### src/rtl/gpio_bank_pkg.sv
// gpio_bank_pkg: register map and limits shared by the APB GPIO bank.
package gpio_bank_pkg;

    // Register word offsets
    localparam int unsigned OFS_OE       = 0;
    localparam int unsigned OFS_PU       = 1;
    localparam int unsigned OFS_PD       = 2;
    localparam int unsigned OFS_A        = 3;
    localparam int unsigned OFS_Y        = 4;
    localparam int unsigned OFS_A_SET    = 5;
    localparam int unsigned OFS_A_CLR    = 6;
    localparam int unsigned OFS_IRQ_EN   = 7;
    localparam int unsigned OFS_RISE_EN  = 8;
    localparam int unsigned OFS_FALL_EN  = 9;
    localparam int unsigned OFS_IRQ_STAT = 10;

    // Highest mapped offset; anything above answers with pslverr
    localparam int unsigned OFS_LAST = OFS_IRQ_STAT;

    // Largest supported number of wait states
    localparam int unsigned PREADY_DEL_MAX = 3;

endpackage

### src/rtl/gpio_sync_edge.sv
// gpio_sync_edge: two-flop synchroniser for the pad inputs. With GPIO_BANK_IRQ_EN
// defined it also keeps the previous synchronised value and reports rise/fall edges.
module gpio_sync_edge #(
    parameter int unsigned PIN_W = 8
) (
    input  logic             i_clk,
    input  logic             i_rst_n,
    input  logic [PIN_W-1:0] i_y,
    output logic [PIN_W-1:0] o_sync
`ifdef GPIO_BANK_IRQ_EN
    ,
    output logic [PIN_W-1:0] o_rise,
    output logic [PIN_W-1:0] o_fall
`endif
);

    logic [PIN_W-1:0] r_sync1;
    logic [PIN_W-1:0] r_sync2;

    // Two-stage metastability filter on the asynchronous pad inputs
    always_ff @(posedge i_clk or negedge i_rst_n) begin
        if (!i_rst_n) begin
            r_sync1 <= '0;
            r_sync2 <= '0;
        end else begin
            r_sync1 <= i_y;
            r_sync2 <= r_sync1;
        end
    end

    assign o_sync = r_sync2;

`ifdef GPIO_BANK_IRQ_EN
    logic [PIN_W-1:0] r_prev;

    // Previous synchronised value, the reference for edge detection
    always_ff @(posedge i_clk or negedge i_rst_n) begin
        if (!i_rst_n) begin
            r_prev <= '0;
        end else begin
            r_prev <= r_sync2;
        end
    end

    assign o_rise = r_sync2 & ~r_prev;
    assign o_fall = ~r_sync2 & r_prev;
`endif

endmodule

### src/rtl/gpio_bank_apb.sv
// gpio_bank_apb: APB GPIO bank with pad controls, atomic set/clear of the output
// register and optional per-pin edge interrupts (macro GPIO_BANK_IRQ_EN).
module gpio_bank_apb
    import gpio_bank_pkg::*;
#(
    parameter int unsigned BANK_ID    = 1,
    parameter int unsigned PIN_W      = 8,
    parameter int unsigned ADDR_WIDTH = 4,
    parameter int unsigned PREADY_DEL = 0
) (
    input  logic                  pclk,
    input  logic                  presetn,
    input  logic [ADDR_WIDTH-1:0] paddr,
    input  logic                  pwrite,
    input  logic [1:0]            pselx,
    input  logic                  penable,
    input  logic [PIN_W-1:0]      pwdata,
    output logic [PIN_W-1:0]      prdata,
    output logic                  pready,
    output logic                  pslverr,
    input  logic [PIN_W-1:0]      y,
    output logic [PIN_W-1:0]      oe,
    output logic [PIN_W-1:0]      pu,
    output logic [PIN_W-1:0]      pd,
    output logic [PIN_W-1:0]      a,
    output logic                  irq
);

    localparam int unsigned DEL = (PREADY_DEL > PREADY_DEL_MAX) ? PREADY_DEL_MAX : PREADY_DEL;
    localparam logic [1:0]  W_DEL = 2'(DEL);

    logic             w_sel;
    logic             w_access;
    logic             w_ready;
    logic             w_err;
    logic             w_wr;
    logic [PIN_W-1:0] w_rdata;
    logic [PIN_W-1:0] w_sync;
    logic [1:0]       r_wait_cnt;

    logic [PIN_W-1:0] r_oe;
    logic [PIN_W-1:0] r_pu;
    logic [PIN_W-1:0] r_pd;
    logic [PIN_W-1:0] r_a;

    assign w_sel    = (pselx == 2'(BANK_ID));
    assign w_access = w_sel & penable;
    assign w_ready  = w_access & (r_wait_cnt == W_DEL);
    assign w_err    = w_ready & (paddr > ADDR_WIDTH'(OFS_LAST));
    assign w_wr     = w_ready & pwrite & ~w_err;

    // Wait-state counter: advances through stalled access cycles, clears otherwise
    always_ff @(posedge pclk or negedge presetn) begin
        if (!presetn) begin
            r_wait_cnt <= '0;
        end else if (w_access && !w_ready) begin
            r_wait_cnt <= r_wait_cnt + 2'd1;
        end else begin
            r_wait_cnt <= '0;
        end
    end

`ifdef GPIO_BANK_IRQ_EN
    logic [PIN_W-1:0] w_rise;
    logic [PIN_W-1:0] w_fall;
    logic [PIN_W-1:0] w_evt;
    logic [PIN_W-1:0] w_clr;
    logic [PIN_W-1:0] r_irq_en;
    logic [PIN_W-1:0] r_rise_en;
    logic [PIN_W-1:0] r_fall_en;
    logic [PIN_W-1:0] r_stat;

    gpio_sync_edge #(
        .PIN_W (PIN_W)
    ) u_sync (
        .i_clk   (pclk),
        .i_rst_n (presetn),
        .i_y     (y),
        .o_sync  (w_sync),
        .o_rise  (w_rise),
        .o_fall  (w_fall)
    );

    assign w_evt = (w_rise & r_rise_en) | (w_fall & r_fall_en);
    assign w_clr = (w_wr && paddr == ADDR_WIDTH'(OFS_IRQ_STAT)) ? pwdata : '0;

    // Interrupt status: W1C, but a same-cycle event keeps the bit set
    always_ff @(posedge pclk or negedge presetn) begin
        if (!presetn) begin
            r_stat <= '0;
        end else begin
            r_stat <= (r_stat & ~w_clr) | w_evt;
        end
    end

    // Interrupt enable registers
    always_ff @(posedge pclk or negedge presetn) begin
        if (!presetn) begin
            r_irq_en  <= '0;
            r_rise_en <= '0;
            r_fall_en <= '0;
        end else if (w_wr) begin
            if (paddr == ADDR_WIDTH'(OFS_IRQ_EN))  r_irq_en  <= pwdata;
            if (paddr == ADDR_WIDTH'(OFS_RISE_EN)) r_rise_en <= pwdata;
            if (paddr == ADDR_WIDTH'(OFS_FALL_EN)) r_fall_en <= pwdata;
        end
    end

    assign irq = |(r_stat & r_irq_en);
`else
    gpio_sync_edge #(
        .PIN_W (PIN_W)
    ) u_sync (
        .i_clk   (pclk),
        .i_rst_n (presetn),
        .i_y     (y),
        .o_sync  (w_sync)
    );

    assign irq = 1'b0;
`endif

    // Pad control registers, including atomic set/clear of the output value
    always_ff @(posedge pclk or negedge presetn) begin
        if (!presetn) begin
            r_oe <= '0;
            r_pu <= '0;
            r_pd <= '0;
            r_a  <= '0;
        end else if (w_wr) begin
            case (paddr)
                ADDR_WIDTH'(OFS_OE):    r_oe <= pwdata;
                ADDR_WIDTH'(OFS_PU):    r_pu <= pwdata;
                ADDR_WIDTH'(OFS_PD):    r_pd <= pwdata;
                ADDR_WIDTH'(OFS_A):     r_a  <= pwdata;
                ADDR_WIDTH'(OFS_A_SET): r_a  <= r_a | pwdata;
                ADDR_WIDTH'(OFS_A_CLR): r_a  <= r_a & ~pwdata;
                default: ;
            endcase
        end
    end

    // Read mux; write-only, unmapped and (without IRQ support) IRQ offsets read 0
    always_comb begin
        w_rdata = '0;
        case (paddr)
            ADDR_WIDTH'(OFS_OE):       w_rdata = r_oe;
            ADDR_WIDTH'(OFS_PU):       w_rdata = r_pu;
            ADDR_WIDTH'(OFS_PD):       w_rdata = r_pd;
            ADDR_WIDTH'(OFS_A):        w_rdata = r_a;
            ADDR_WIDTH'(OFS_Y):        w_rdata = w_sync;
`ifdef GPIO_BANK_IRQ_EN
            ADDR_WIDTH'(OFS_IRQ_EN):   w_rdata = r_irq_en;
            ADDR_WIDTH'(OFS_RISE_EN):  w_rdata = r_rise_en;
            ADDR_WIDTH'(OFS_FALL_EN):  w_rdata = r_fall_en;
            ADDR_WIDTH'(OFS_IRQ_STAT): w_rdata = r_stat;
`endif
            default:                   w_rdata = '0;
        endcase
    end

    assign prdata  = (w_ready && !pwrite) ? w_rdata : '0;
    assign pready  = w_ready;
    assign pslverr = w_err;
    assign oe      = r_oe;
    assign pu      = r_pu;
    assign pd      = r_pd;
    assign a       = r_a;

endmodule

### config.mk
export PLATFORM = sky130hd
export DESIGN_NAME = gpio_bank_apb
export DESIGN_NICKNAME = d
export VERILOG_FILES = /design/src/rtl/gpio_bank_pkg.sv /design/src/rtl/gpio_sync_edge.sv /design/src/rtl/gpio_bank_apb.sv
export SDC_FILE = /design/constraint.sdc
export NUM_CORES = 1
export LEC_CHECK = 0
export ABC_AREA = 1
export CORE_MARGIN = 4
export CORE_UTILIZATION = 43
export DETAILED_ROUTE_END_ITERATION = 16
export PLACE_DENSITY_LB_ADDON = 0.05
export SYNTH_ARGS = -nofsm -noshare
export SYNTH_HDL_FRONTEND = slang
export SYNTH_SLANG_ARGS = --single-unit
### constraint.sdc
create_clock -name pclk -period 1.42 [get_ports pclk]
set_clock_uncertainty 0.1 [all_clocks]
set_input_delay 0.142 -clock pclk [delete_from_list [all_inputs] [get_ports pclk]]
set_output_delay 0.142 -clock pclk [all_outputs]
set_load 0.02 [all_outputs]
# Word-level counts from Yosys, hierarchy flattened
# Cells that the tools add are included.
[op_classes]
n_mul = 0
n_addsub = 1
muxes = 4
n_shift = 0
n_eq_ne = 7
magnitude_cmp = 1
reduce_logical = 11
div_mod_pow = 0
bitwise = 9
[ops]
columns = ["op", "count"]
rows = [
  ["8-bit case mux with 5 select lines", 1],
  ["8-bit case mux with 3 select lines", 1],
  ["4-bit by 3-bit equality test with 1-bit output, second input constant", 3],
  ["8-bit AND", 1],
  ["4-bit by 2-bit equality test with 1-bit output, second input constant", 2],
  ["8-bit two-way mux", 1],
  ["8-bit inverter", 1],
  ["8-bit bitwise OR", 1],
  ["2-bit AND reduction", 4],
  ["1-bit AND", 5],
  ["4-bit by 1-bit equality test with 1-bit output, second input constant", 1],
  ["4-bit > comparator, second input constant", 1],
  ["4-bit zero test", 1],
  ["3-bit nonzero test", 1],
  ["2-bit by 1-bit adder with 2-bit output, second input constant", 1],
  ["2-bit by 1-bit equality test with 1-bit output, second input constant", 1],
  ["1-bit logical AND", 2],
  ["1-bit zero test", 2],
  ["2-bit zero test", 1],
  ["2-bit two-way mux", 1],
  ["1-bit inverter", 1],
]
[word_totals]
latch_bits = 0
mem_bits_ro = 0
out_inout_bits = 43
elab_cells = 40
mem_count = 0
regBits = 50
ram_bits = 0

# Longest topological paths before layout
[logic_depth]
depth_word = 7
mapped_depth = 8
depth_no_buf = 8

# Modules after synthesis
# A second synthesis with hierarchy kept.
[hier_totals]
hier_cells = 314
hier_area_um2 = 2412.3
[modules_own_cells]
columns = ["mod", "cells_each", "area_each_um2", "n_inst", "seq_area_each_um2"]
rows = [
  ["gpio_bank_apb", 298, 2011.9, 1, 850.8],
  ["gpio_sync_edge", 16, 400.4, 1, 400.4],
]

# Worst setup path after synthesis
# OpenSTA, ideal clock, no wires.
[synth_timing]
kind = "register -> output"
startpoint = "reg r_wait_cnt[0]"
endpoint = "out prdata[0]"
slack_ns = -0.643
stages_incl_launch_ff = 7
n_path_buf = 0
required_ns = 1.178
t_arrival_ns = 1.821
cell_sequence = "dfrtp_1 -> inv_1 -> ha_1 -> inv_1 -> nor3_1 -> nand2_1 -> nor2_1"
[synth_between]
elab_chain_cells = 4
[synth_lines]
columns = ["item", "line_no", "text"]
rows = [
  ["from (decl)", "gpio_bank_apb.sv:39", "logic [1:0] r_wait_cnt;"],
  ["from (signal assigned)", "gpio_bank_apb.sv:57", "r_wait_cnt <= r_wait_cnt + 2'd1;"],
  ["2-bit zero test", "gpio_bank_apb.sv:48", "assign w_ready = w_access & (r_wait_cnt == W_DEL);"],
  ["1-bit AND", "gpio_bank_apb.sv:48", ""],
  ["named net pready", "gpio_bank_apb.sv:19", "output logic pready,"],
  ["1-bit logical AND", "gpio_bank_apb.sv:162", "assign prdata = (w_ready && !pwrite) ? w_rdata : '0;"],
  ["8-bit two-way mux", "gpio_bank_apb.sv:162", ""],
  ["to (decl)", "gpio_bank_apb.sv:18", "output logic [PIN_W-1:0] prdata,"],
]
# The timed path passes the listed nets, and every way through them passes these cells.

# Final worst setup path
[layout_timing]
startpoint = "reg r_wait_cnt[0]"
endpoint = "out prdata[2]"
[layout_between]
elab_chain_cells = 4
[layout_lines]
columns = ["item", "line_no"]
rows = [
  ["2-bit zero test", "gpio_bank_apb.sv:48"],
  ["1-bit AND", "gpio_bank_apb.sv:48"],
  ["1-bit logical AND", "gpio_bank_apb.sv:162"],
  ["8-bit two-way mux", "gpio_bank_apb.sv:162"],
]
# Every way passes these cells.

==> key figures <==
Synth
  – Synthesis Warnings: 0
  – Syn_nets: 340
  – Cells after Synth: 313
  – Cell variety after synth: 21
  – Mapped Avg Cell Area: 8.00 um^2
  – Flops & latches, synth: 50
  – Sequential-to-total area share from yosys stat: 50.0%
  – Post-Syn Area: 2500 um^2

Run
  – Max_cap viols: 0

Finish
  – Diode count: 0
  – Area delta synth->final: 75.3%
  – Post-layout util: 78.8%
  – Layout Cells excl Fill: 540
  – # nets final: 494
  – Final Cell Area: 4390 um^2
  – Commonest non-fill, non-tap cell in the layout: nand2_1
  – Most frequent cells in the layout: nand2_1 (99), buf_4 (68), dfrtp_1 (50)
  – Layout cell share with drive strength beyond 1: 40.4%

Outcome
  – Failing checks: setup timing
  – Status: complete, but fails checks

Hold path
  – Hold/Removal Path Class: in -> reg

CTS
  – Worst-Skew Late Latency: 0.31 ns
  – Number of CTS-inserted buffers: 5
  – CTS tree: done
  – H-tree levels: 2
  – Sink Count: 50
  – Max clock buf depth: 2
  – Reg clk slew, reported paths: 0.10 ns
  – Root buf cell: clkbuf_8

Worst setup path
  – Critical Path RT: 1.18 ns
  – CP Capture Type: output pin
  – CP max FO: 6
  – Crit Path Category: reg -> out
  – CP max stage delay: 0.41 ns
  – Worst path slowest cell: dfrtp_1
  – Crit path DAT: 1.72 ns
  – Element type at the critical path start: flop
  – Worst path cell trace: inv_2, ha_4, inv_4, nor3_4, nand2_4, buf_4, nor2_4, buf_6

Detailed routing
  – Final ANT Viol Nets: 0
  – Iteration-0 DRC Markers: 173
  – Via count: 2748
  – Final wirelength: 8.54 mm
  – DR pass1 iterations: 5
  – DR vias/cell: 5.09
  – Routed WL per cell: 15.8 um
  – # DRC: 0

STA
  – Period utilisation layout: 138%
  – Final Hold Fails: 0
  – RSZ-0062 raised after global routing: yes
  – Final WS setup: -0.542 ns
  – Achievable Freq: 510 MHz
  – Endpoints failing setup: 42
  – Min Tclk post-route: 1.96 ns
  – Hold WS: 0.163 ns
  – Fin. max-slew vios: 0

Die
  – DIE AREA: 7110 um^2
  – Die Height: 84.3 um
  – # IOs: 69
  – Std cell rows: 27
  – Initial cell density of the core: 44.9%
  – Core area: 5570 um^2
  – Chip width: 84.3 um

Placed design
  – RD Place Congestion: 0.889
  – Placed Cells: 516
  – Dpl cell area: 3850 um^2
  – IO Port Bufs: 67
  – Post-DP HPWL: 5.88 mm

Pwr
  – PwrDens: 767 nW/um^2
  – Leak: 2.19 nW
  – Tot Pwr: 3.37 mW
  – Max IR drop VDD: 0.700 mV

GRT
  – Vias in the first global route: 2760
  – Grt total ovfl: 0
  – GRT Util Overall: 24.0%
  – Initial antenna violation count: 0
  – First-pass GRT wire length: 13.4 mm
  – Largest net degree at the start of global routing: 51
## path summary, 6_finish.rpt
| check | startpoint | to | slack, ns | depth (start not counted) |
|---|---|---|---|---|
| setup / recovery | r_wait_cnt[0] | prdata[2] | -0.54 | 8 |
| hold / removal | y[7] | u_sync.r_sync1[7] | 0.16 | 1 |
| setup reg to reg | r_wait_cnt[0] | pd[3] | -0.33 | 11 |
| hold reg to reg | u_sync.r_sync1[4] | u_sync.o_sync[4] | 0.25 | 0 |
| max in group asynchronous | presetn | a[5] | 0.73 | 3 |
| min in group asynchronous | presetn | r_wait_cnt[0] | 0.25 | 3 |
## area by class of cell
cell class	count	area [um^2]
Timing Repair Buffer	155	1450
Multi-Input combinational cell	235	1420
Sequential cell	50	1250
Fill cell	392	1180
Tap cell	72	90.1
Inverter	20	85.1
Clock buffer	5	68.8
Clock inverter	3	28.8
## synthesized netlist by cell type
cell | instances | area (um^2)
dfrtp_1 | 50 | 1250
ha_1 | 1 | 12.5
nor3_4 | 2 | 32.5
nor2_4 | 4 | 45.0
conb_1 | 1 | 3.75
nor2_8 | 1 | 20.0
nand3_1 | 73 | 365
nor3_1 | 1 | 5.00
buf_4 | 1 | 7.51
a21oi_4 | 1 | 16.3
clkinv_4 | 1 | 8.76
nor2_1 | 30 | 113
nand2_2 | 6 | 37.5
clkbuf_1 | 2 | 7.51
and2_1 | 1 | 6.26
inv_1 | 15 | 56.3
nand2_1 | 111 | 417
nand2_4 | 2 | 22.5
nor2_2 | 1 | 6.26
inv_2 | 4 | 15.0
buf_6 | 5 | 56.3
## critical path: cells and delay by family, from the launching register on
kind,cells,cell delay (ns)
simple gates,3,0.46
flops,1,0.41
buf+inv,4,0.40
fa+ha+maj,1,0.14
## registers in the layout (all words and copies together), names as in the netlist
| name | count |
|---|---|
| a | 8 |
| oe | 8 |
| pd | 8 |
| pu | 8 |
| u_sync.o_sync | 8 |
| u_sync.r_sync1 | 8 |
| r_wait_cnt | 2 |
## where the power goes
group / leakage [nW] / internal (mW) / switching (mW) / total [mW]
clock: 0.0506 / 0.370 / 0.531 / 0.900
combinational: 1.49 / 0.407 / 0.477 / 0.885
sequential: 0.651 / 1.52 / 0.0609 / 1.58
total: 2.19 / 2.30 / 1.07 / 3.37
## per-stage QoR
stage,setup TNS (ns),setup WS [ns]
2_1_floorplan,-1.53,-0.185
3_3_place_gp,-23.92,-0.909
3_5_place_dp,-24.77,-0.966
4_1_cts,-13.86,-0.468
5_1_grt,-17.54,-0.601
6_report,-13.99,-0.542
## what timing repair did
action / in CTS / in global routing
endpoints found under the hold margin: 50 / 0
gates resized for setup: 153 / 57
pin swaps: 23 / 22
buffers inserted: 15 / 6
hold buffers: 1 / 0
setup endpoints to repair: 74 / 67
## kinds of logic after synthesis
group | Yosys count | synth area share, %
AO/OA/AOI/OAI | 1 | 0.650
other | 1 | 0.150
flip-flops | 50 | 50.0
adder cells (fa/ha/maj) | 1 | 0.499
AND/OR/NAND/NOR | 232 | 42.7
buffers and inverters | 28 | 6.04
## metal layers
layer	vias to the layer above	global-route usage (%)	share of wire (%)	wire length, um
met5	-	0	0	0
met4	0	7.31	2.8	240
met3	25	4.32	6.4	544
met2	103	39.9	50	4260
met1	1311	32.0	41	3500
li1	1309	-	-	-
No activity file was read; power rests on OpenSTA's default activity.
